$ cat config.mk
export PLATFORM = sky130hd
export DESIGN_NAME = cordic_sched
export DESIGN_NICKNAME = d
export VERILOG_FILES = /design/src/rtl/cordic_sched.sv
export SDC_FILE = /design/constraint.sdc
export NUM_CORES = 1
export LEC_CHECK = 0
export CORE_ASPECT_RATIO = 0.6
export CORE_MARGIN = 5
export CORE_UTILIZATION = 39
export CTS_CLUSTER_SIZE = 24
export DETAILED_ROUTE_END_ITERATION = 12
export PLACE_DENSITY = 0.79
export SLEW_MARGIN = 20
export SYNTH_ARGS = -nofsm -noshare
export SYNTH_HDL_FRONTEND = slang
export SYNTH_SLANG_ARGS = --single-unit
$ cat constraint.sdc
create_clock -name clk_i -period 1.8 [get_ports clk_i]
set_clock_uncertainty 0.2 [all_clocks]
set_input_delay 0.27 -clock clk_i [delete_from_list [all_inputs] [get_ports clk_i]]
set_output_delay 0.27 -clock clk_i [all_outputs]
set_load 0.005 [all_outputs]
$ cat src/rtl/cordic_sched.sv
// -----------------------------------------------------------------------------
// cordic_sched
//
// Shares one iterative CORDIC rotation core between two angle requesters.
// A request accepted in IDLE is loaded into the core (LOAD), then the core
// is stepped through ITERS micro-rotations (RUN). The result is then offered
// downstream with the owning requester's tag (DONE) until it is consumed.
//
// Build option:
//   CORDIC_SCHED_FIXED_PRIO_EN  defined   -> requester 0 always wins contention
//                               undefined -> round-robin between requesters
//
// Ports:
//   clk_i         single clock, rising edge
//   rst_i         synchronous active-high reset
//   req0_valid_i  requester 0 has an angle pending
//   req0_angle_i  requester 0 angle (two's complement)
//   req0_ready_o  requester 0 accepted this cycle (combinational)
//   req1_valid_i  requester 1 has an angle pending
//   req1_angle_i  requester 1 angle (two's complement)
//   req1_ready_o  requester 1 accepted this cycle (combinational)
//   core_load_o   one-cycle pulse loading the core with core_angle_o
//   core_angle_o  captured angle of the current operation
//   core_step_o   core performs one micro-rotation this cycle
//   core_iter_o   index of the current micro-rotation (0 outside RUN)
//   res_valid_o   core result valid
//   res_tag_o     requester owning the result
//   res_ready_i   downstream consumes the result
// -----------------------------------------------------------------------------
module cordic_sched #(
    parameter int ITERS  = 16,
    parameter int IDX_W  = 4,
    parameter int DATA_W = 16
) (
    input  logic              clk_i,
    input  logic              rst_i,
    input  logic              req0_valid_i,
    input  logic [DATA_W-1:0] req0_angle_i,
    output logic              req0_ready_o,
    input  logic              req1_valid_i,
    input  logic [DATA_W-1:0] req1_angle_i,
    output logic              req1_ready_o,
    output logic              core_load_o,
    output logic [DATA_W-1:0] core_angle_o,
    output logic              core_step_o,
    output logic [IDX_W-1:0]  core_iter_o,
    output logic              res_valid_o,
    output logic              res_tag_o,
    input  logic              res_ready_i
);

    typedef enum logic [1:0] {
        ST_IDLE = 2'd0,
        ST_LOAD = 2'd1,
        ST_RUN  = 2'd2,
        ST_DONE = 2'd3
    } state_e;

    localparam logic [IDX_W-1:0] LAST_IDX = IDX_W'(ITERS - 1);

    state_e            state_q, state_d;
    logic [DATA_W-1:0] angle_q, angle_d;
    logic              tag_q, tag_d;
    logic [IDX_W-1:0]  cnt_q, cnt_d;
    logic              load_q, load_d;
    logic              step_q, step_d;
    logic              valid_q, valid_d;

    logic              grant_s;
    logic              grant_valid_s;
    logic              accept_s;

`ifdef CORDIC_SCHED_FIXED_PRIO_EN
    // Fixed-priority arbiter: requester 1 only wins when requester 0 is idle.
    always_comb begin
        grant_s = 1'b0;
        if (req0_valid_i) begin
            grant_s = 1'b0;
        end else if (req1_valid_i) begin
            grant_s = 1'b1;
        end else begin
            grant_s = 1'b0;
        end
    end
`else
    logic rr_q, rr_d;

    // Round-robin arbiter: on contention, grant the requester not served last.
    always_comb begin
        grant_s = rr_q;
        if (req0_valid_i && req1_valid_i) begin
            grant_s = ~rr_q;
        end else if (req0_valid_i) begin
            grant_s = 1'b0;
        end else if (req1_valid_i) begin
            grant_s = 1'b1;
        end else begin
            grant_s = rr_q;
        end
    end

    // The pointer only moves on a real handshake.
    always_comb begin
        rr_d = rr_q;
        if (accept_s) begin
            rr_d = grant_s;
        end else begin
            rr_d = rr_q;
        end
    end

    // Round-robin pointer register; reset to 1 so requester 0 wins first.
    always_ff @(posedge clk_i) begin
        if (rst_i) begin
            rr_q <= 1'b1;
        end else begin
            rr_q <= rr_d;
        end
    end
`endif

    // Handshake qualification; readies are suppressed while reset is held.
    always_comb begin
        grant_valid_s = grant_s ? req1_valid_i : req0_valid_i;
        accept_s      = (state_q == ST_IDLE) && !rst_i && grant_valid_s;
        req0_ready_o  = accept_s && (grant_s == 1'b0);
        req1_ready_o  = accept_s && (grant_s == 1'b1);
    end

    // Next-state, capture and counter logic.
    always_comb begin
        state_d = state_q;
        angle_d = angle_q;
        tag_d   = tag_q;
        cnt_d   = cnt_q;
        case (state_q)
            ST_IDLE: begin
                cnt_d = '0;
                if (accept_s) begin
                    angle_d = grant_s ? req1_angle_i : req0_angle_i;
                    tag_d   = grant_s;
                    state_d = ST_LOAD;
                end else begin
                    state_d = ST_IDLE;
                end
            end
            ST_LOAD: begin
                cnt_d   = '0;
                state_d = ST_RUN;
            end
            ST_RUN: begin
                // Counter returns to 0 on the last step so core_iter_o reads 0 in DONE.
                if (cnt_q == LAST_IDX) begin
                    cnt_d   = '0;
                    state_d = ST_DONE;
                end else begin
                    cnt_d   = cnt_q + IDX_W'(1);
                    state_d = ST_RUN;
                end
            end
            ST_DONE: begin
                cnt_d = '0;
                if (res_ready_i) begin
                    state_d = ST_IDLE;
                end else begin
                    state_d = ST_DONE;
                end
            end
            default: begin
                cnt_d   = '0;
                state_d = ST_IDLE;
            end
        endcase
    end

    // Output flags are decoded from the next state so they leave flops directly.
    always_comb begin
        load_d  = (state_d == ST_LOAD);
        step_d  = (state_d == ST_RUN);
        valid_d = (state_d == ST_DONE);
    end

    // State, capture and output registers.
    always_ff @(posedge clk_i) begin
        if (rst_i) begin
            state_q <= ST_IDLE;
            angle_q <= '0;
            tag_q   <= 1'b0;
            cnt_q   <= '0;
            load_q  <= 1'b0;
            step_q  <= 1'b0;
            valid_q <= 1'b0;
        end else begin
            state_q <= state_d;
            angle_q <= angle_d;
            tag_q   <= tag_d;
            cnt_q   <= cnt_d;
            load_q  <= load_d;
            step_q  <= step_d;
            valid_q <= valid_d;
        end
    end

    assign core_load_o  = load_q;
    assign core_angle_o = angle_q;
    assign core_step_o  = step_q;
    assign core_iter_o  = cnt_q;
    assign res_valid_o  = valid_q;
    assign res_tag_o    = tag_q;

endmodule

==> Word level (Yosys, flattened, before mapping) <==
Cells that the tools add are included.
{ "op_classes": {"addsub": 1, "n_bitwise": 2, "n_eq_ne": 7, "n_mux": 11, "reduce_logical": 9} }
{ "op_table": {"columns": ["operator", "n"], "rows": [
  ["$mux W16", 1],
  ["$eq A2 B2 Y1 const B", 4],
  ["$pmux W2 S4", 1],
  ["$pmux W4 S2", 1],
  ["$mux W1", 6],
  ["$logic_and A1 B1 Y1", 5],
  ["$add A4 B1 Y4 const B", 1],
  ["$eq A2 B1 Y1 const B", 2],
  ["$eq A4 B4 Y1 const B", 1],
  ["$mux W4", 1],
  ["$reduce_or A3 Y1", 1],
  ["$logic_not A2 Y1", 1],
  ["$mux W2", 1],
  ["$not A1 Y1", 2],
  ["$reduce_and A2 Y1", 1],
  ["$logic_not A1 Y1", 1]
]} }
{ "totals": {"in_bits": 37, "register_bits": 27} }

==> Logic depth before layout (Yosys ltp) <==
{ "logic_depth": {"depth_word": 8, "ltp_mapped": 6, "ltp_nobuf": 4} }

==> Least setup slack after synthesis <==
OpenSTA, ideal clock, no wires.
{ "synth_timing": {"path_kind": "input -> register", "startpoint": "input port req0_valid_i", "endpoint": "register angle_q[6] (netlist: core_angle_o[6])", "t_arrival_ns": 1.096, "stages": 6, "setup_time_ns": 0.138, "path_slack_ns": 0.365, "path_cell_list": "buf_4 > or2_1 > buf_2 > buf_2 > a21oi_1 > a311oi_1"} }
{ "synth_between": {"elab_chain_cells": 5} }
{ "synth_rtl": {"columns": ["item", "line", "text"], "rows": [
  ["start: declaration", "37", "input logic req0_valid_i,"],
  ["$mux W1 or $logic_and A1 B1 Y1 (tied branches)", "93, 91", null],
  ["$mux W1", "91", "if (req0_valid_i && req1_valid_i) begin"],
  ["$mux W1", "124", "grant_valid_s = grant_s ? req1_valid_i : req0_valid_i;"],
  ["$logic_and A1 B1 Y1", "125", "accept_s = (state_q == ST_IDLE) && !rst_i && grant_valid_s;"],
  ["$reduce_and A2 Y1 (no source line)", null, null],
  ["end signal: assignment", "195", "angle_q <= angle_d;"],
  ["end: declaration", "62", "logic [DATA_W-1:0] angle_q, angle_d;"]
]} }
Parallel ways exist; a longest one is shown, timed or not.
A chain may end at the register's enable or synchronous reset.

==> Final worst setup path <==
{ "layout_timing": {"startpoint": "register state_q[1]", "endpoint": "output port req0_ready_o"} }
{ "layout_between": {"elab_chain_cells": 4} }
{ "layout_rtl": {"columns": ["item", "line", "text"], "rows": [
  ["start: declaration", "61", "state_e state_q, state_d;"],
  ["start signal: assignment", "194", "state_q <= state_d;"],
  ["$logic_not A2 Y1", "125", null],
  ["$logic_and A1 B1 Y1 (2 in series)", "125", null],
  ["$logic_and A1 B1 Y1", "126", "req0_ready_o = accept_s && (grant_s == 1'b0);"],
  ["end: declaration", "39", "output logic req0_ready_o,"]
]} }
No other way between the ends.

==> results.txt <==
----------------------------------------------------
[Global route]
  Initial antenna violation count ... 0
  Wire length of the first global-routing pass ... 6444 µm
  Global-route congestion overflow total ... 0
  Global-route total usage across every layer ... 19.62%
  Vias in the first global route ... 1401
  Largest net degree at the start of global routing ... 23

[Floorplan]
  Height of the chip ... 53.52 µm
  Starting utilization of the core area ... 41.78%
  Die X ... 82.54 µm
  I/O pin cnt ... 63
  Core region area ... 2947 µm²
  Number of cell rows ... 15
  Area enclosed by the die boundary ... 4417 µm²

[Synthesis]
  Library cell with the largest summed area after synthesis ... sky130_fd_sc_hd__dfxtp_1
  Number of synthesized flops with an enable pin ... 0
  Prevailing post-synth register cell ... sky130_fd_sc_hd__dfxtp_1
  Average cell area after synthesis ... 8.857 µm²
  Number of instances in the synthesized netlist ... 139
  FFs w/ async S/R, synth ... 0%
  Synth cell count leaders ... sky130_fd_sc_hd__dfxtp_1 (27), sky130_fd_sc_hd__nand3_1 (18), sky130_fd_sc_hd__o21ai_0 (16)
  Sequential-to-total area share from yosys stat ... 43.90%
  Count leader, synth ... sky130_fd_sc_hd__dfxtp_1
  Number of warnings issued by yosys ... 0
  Synthesized flop and latch total ... 27
  Yosys top cell area share ... 43.90%
  Synthesized net count ... 177
  Area of the mapped netlist ... 1231 µm²
  Biggest area contributors in the synthesized netlist ... sky130_fd_sc_hd__dfxtp_1 (44%), sky130_fd_sc_hd__a311oi_1 (9.2%), sky130_fd_sc_hd__nand3_1 (7.3%)
  Number of library cell types mapped by synthesis ... 30

[Cells and area]
  Fraction of final layout cells with drive strength greater than 1 ... 15.57%
  Layout Utilization ... 69.04%
  Layout net count ... 251
  Antenna Diode Count ... 0
  Area overhead of the layout relative to synthesis ... 65.24%

[Placed design]
  Gpl congestion ... 0.8057
  Worst setup slack before clock tree synthesis ... -0.3652 ns
  Post-DP HPWL ... 3208 µm
  Number of I/O port buffers ... 62

[Worst setup path]
  Slack of the worst reg-to-reg path ... 0.20 ns
  Required time of the critical path ... 1.33 ns
  Maximum fanout along the worst path ... 2
  Crit. End Element ... output port
  Kind of start point of the critical path ... flop
  Largest incremental delay on the critical path ... 0.34 ns
  Largest delay contributor family on the critical path ... simple AND/OR/NAND/NOR gates
  Critical path start-end classification ... flop to output port
  Crit-path cells ... nor3_4, buf_6, and3_4, clkbuf_2
  Bufs and invs on worst path ... 2
  Arrival time reported for the critical path endpoint ... 1.22 ns
  Cell with the biggest individual delay on the critical path ... sky130_fd_sc_hd__dfxtp_2

[Routing]
  Antenna-violating nets left ... 0
  Routed WL ... 4293 µm
  Number of detailed-route iterations in the first pass ... 4
  Routed WL per cell ... 16.90 µm
  Final routed DRC violation total ... 0
  First DRT Iteration DRCs ... 56
  Vias per cell ... 5.583
  Via count ... 1418

[Clock network]
  Maximum clock path buffer count ... 2
  Num CTS Buffers ... 3
  Clock edge transition at the registers on the reported setup and hold paths ... 0.09 ns
  Clock tree from TritonCTS ... yes
  Cell at the root of the clock tree ... sky130_fd_sc_hd__clkbuf_8
  # clock sinks ... 27
  Worst-Skew Late Latency ... 0.27 ns
  Depth of the CTS H-tree ... 1
  Cts hold-fix bufs ... 0

[STA]
  Final max-slew violation count ... 0
  Final setup violating endpoints ... 0
  Worst rel slew slack ... 65.39%
  Timing-limited maximum frequency ... 591.6 MHz
  Share of the cycle needed by the critical path after routing ... 93.90%
  Final Hold Viols ... 0
  Setup WS post-layout ... 0.1098 ns
  Unrepaired setup endpoints after global routing ... false
  Transition time at the pin with the least slew margin ... 0.5191 ns
  Time the final worst path needs with I/O delays and setup ... 1.690 ns

[Power and ir drop]
  Cell area power density ... 734.5 nW/µm²
  Fraction of power consumed by the clock network ... 22.7%
  Switching Share ... 27.78%
  Leak pwr ... 0.0007741 µW
  Maximum VDD drop ... 522.6 µV
  Relative contribution of sequential cells to total power ... 45.9%
  Internal power ... 1079 µW
  Switching Power ... 415.2 µW
  Fraction of power consumed by combinational cells ... 31.4%

[Status]
  Result of the run ... finished clean

[Run]
  Max capacitance violation total ... 0

[Hold path]
  Type of the tightest min-delay check ... flop to flop

----------------------------------------------------
==> what timing repair did <==
item                       CTS  global route
gates resized for setup     11             3
pin swaps                    3             1
setup buffers                4             0
setup endpoints to repair   15             1
gates cloned                 0             0
==> layout by cell type, fill, tap and decap left out, types with 4 or more instances in the layout <==
cell,count
sky130_fd_sc_hd__clkdlybuf4s50_1,57
sky130_fd_sc_hd__dfxtp_1,25
sky130_fd_sc_hd__buf_4,19
sky130_fd_sc_hd__nand3_1,18
sky130_fd_sc_hd__o21ai_0,16
sky130_fd_sc_hd__a21oi_1,14
sky130_fd_sc_hd__a311oi_1,13
sky130_fd_sc_hd__nor2_1,4
sky130_fd_sc_hd__dlygate4sd2_1,4
==> logic make-up (layout without fill, tap and decap cells) <==
group / count (synthesis) / in the layout / share of synthesized area, %
AO/OA/AOI/OAI: 50 / 50 / 25.71
AND/OR/NAND/NOR: 44 / 44 / 20.53
flip-flops: 27 / 27 / 43.90
buffers and inverters: 14 / 87 / 6.605
XOR/XNOR: 2 / 2 / 1.423
adder cells (fa/ha/maj): 1 / 1 / 1.016
multiplexers: 1 / 1 / 0.8130
==> metrics by stage <==
stage | hold WS, ns | TNS (ns) | total power [µW] | instance area [µm²] | std cells
3_3_place_gp | 0.2501 | -4.692 | 1128 | 1947 | 246
6_report | 0.2795 | 0 | 1494 | 2034 | 254
3_5_place_dp | 0.2650 | -5.718 | 1146 | 1947 | 246
4_1_cts | 0.2869 | 0 | 1497 | 2034 | 254
5_1_grt | 0.3111 | 0 | 1574 | 2034 | 254
2_1_floorplan | 0.1559 | 0 | 888.1 | 1231 | 139
==> path summary, 6_finish.rpt <==
path | startpoint | endpoint | depth (start not counted)
min reg2reg | core_iter_o[0] | core_iter_o[0] | 1
max reg2reg | state_q[1] | core_angle_o[9] | 6
max | state_q[1] | req0_ready_o | 4
min | core_iter_o[0] | core_iter_o[0] | 1
==> worst register-to-register path: stages (launching register included) <==
cell                       delay (ns)
sky130_fd_sc_hd__dfxtp_2         0.34
sky130_fd_sc_hd__nor3_4          0.19
sky130_fd_sc_hd__buf_6           0.12
sky130_fd_sc_hd__buf_4           0.10
sky130_fd_sc_hd__buf_4           0.17
sky130_fd_sc_hd__a21oi_1         0.08
sky130_fd_sc_hd__a311oi_1        0.29
==> layer usage <==
| metal | global-route usage [%] | routed length [µm] |
|---|---|---|
| met1 | 22.14 | 1704 |
| met2 | 35.77 | 2143 |
| met3 | 5.952 | 408 |
| met4 | 5.978 | 36 |
| met5 | 0 | 0 |
==> area by class of cell <==
cell class                 count  area (µm²)
clock buffer                   3       41.29
sequential                    27       543.0
multi-input combinational     98       624.3
clock inverter                 1       5.005
fill                         227       912.1
timing repair buffer          82       764.5
tap                           42       52.55
inverter                       1       3.754
==> power groups by stage <==
| stage | Sequential (µW) | Clock, µW | Combinational (µW) |
|---|---|---|---|
| 6_report | 686 | 339 | 469 |
| 5_1_grt | 692 | 377 | 505 |
| 4_1_cts | 685 | 345 | 467 |
| 3_5_place_dp | 695 | 0 | 451 |
| 3_3_place_gp | 693 | 0 | 434 |
| 2_1_floorplan | 701 | 0 | 187 |
==> state kept, by name, summed over array words and instances, names as in the netlist <==
| signal | count |
|---|---|
| core_step_o | 1 |
| res_tag_o | 1 |
| rr_q | 1 |
| state_q | 2 |
| core_iter_o | 4 |
| res_valid_o | 1 |
| core_angle_o | 16 |
| core_load_o | 1 |
Power figures use the tool's default switching activity.
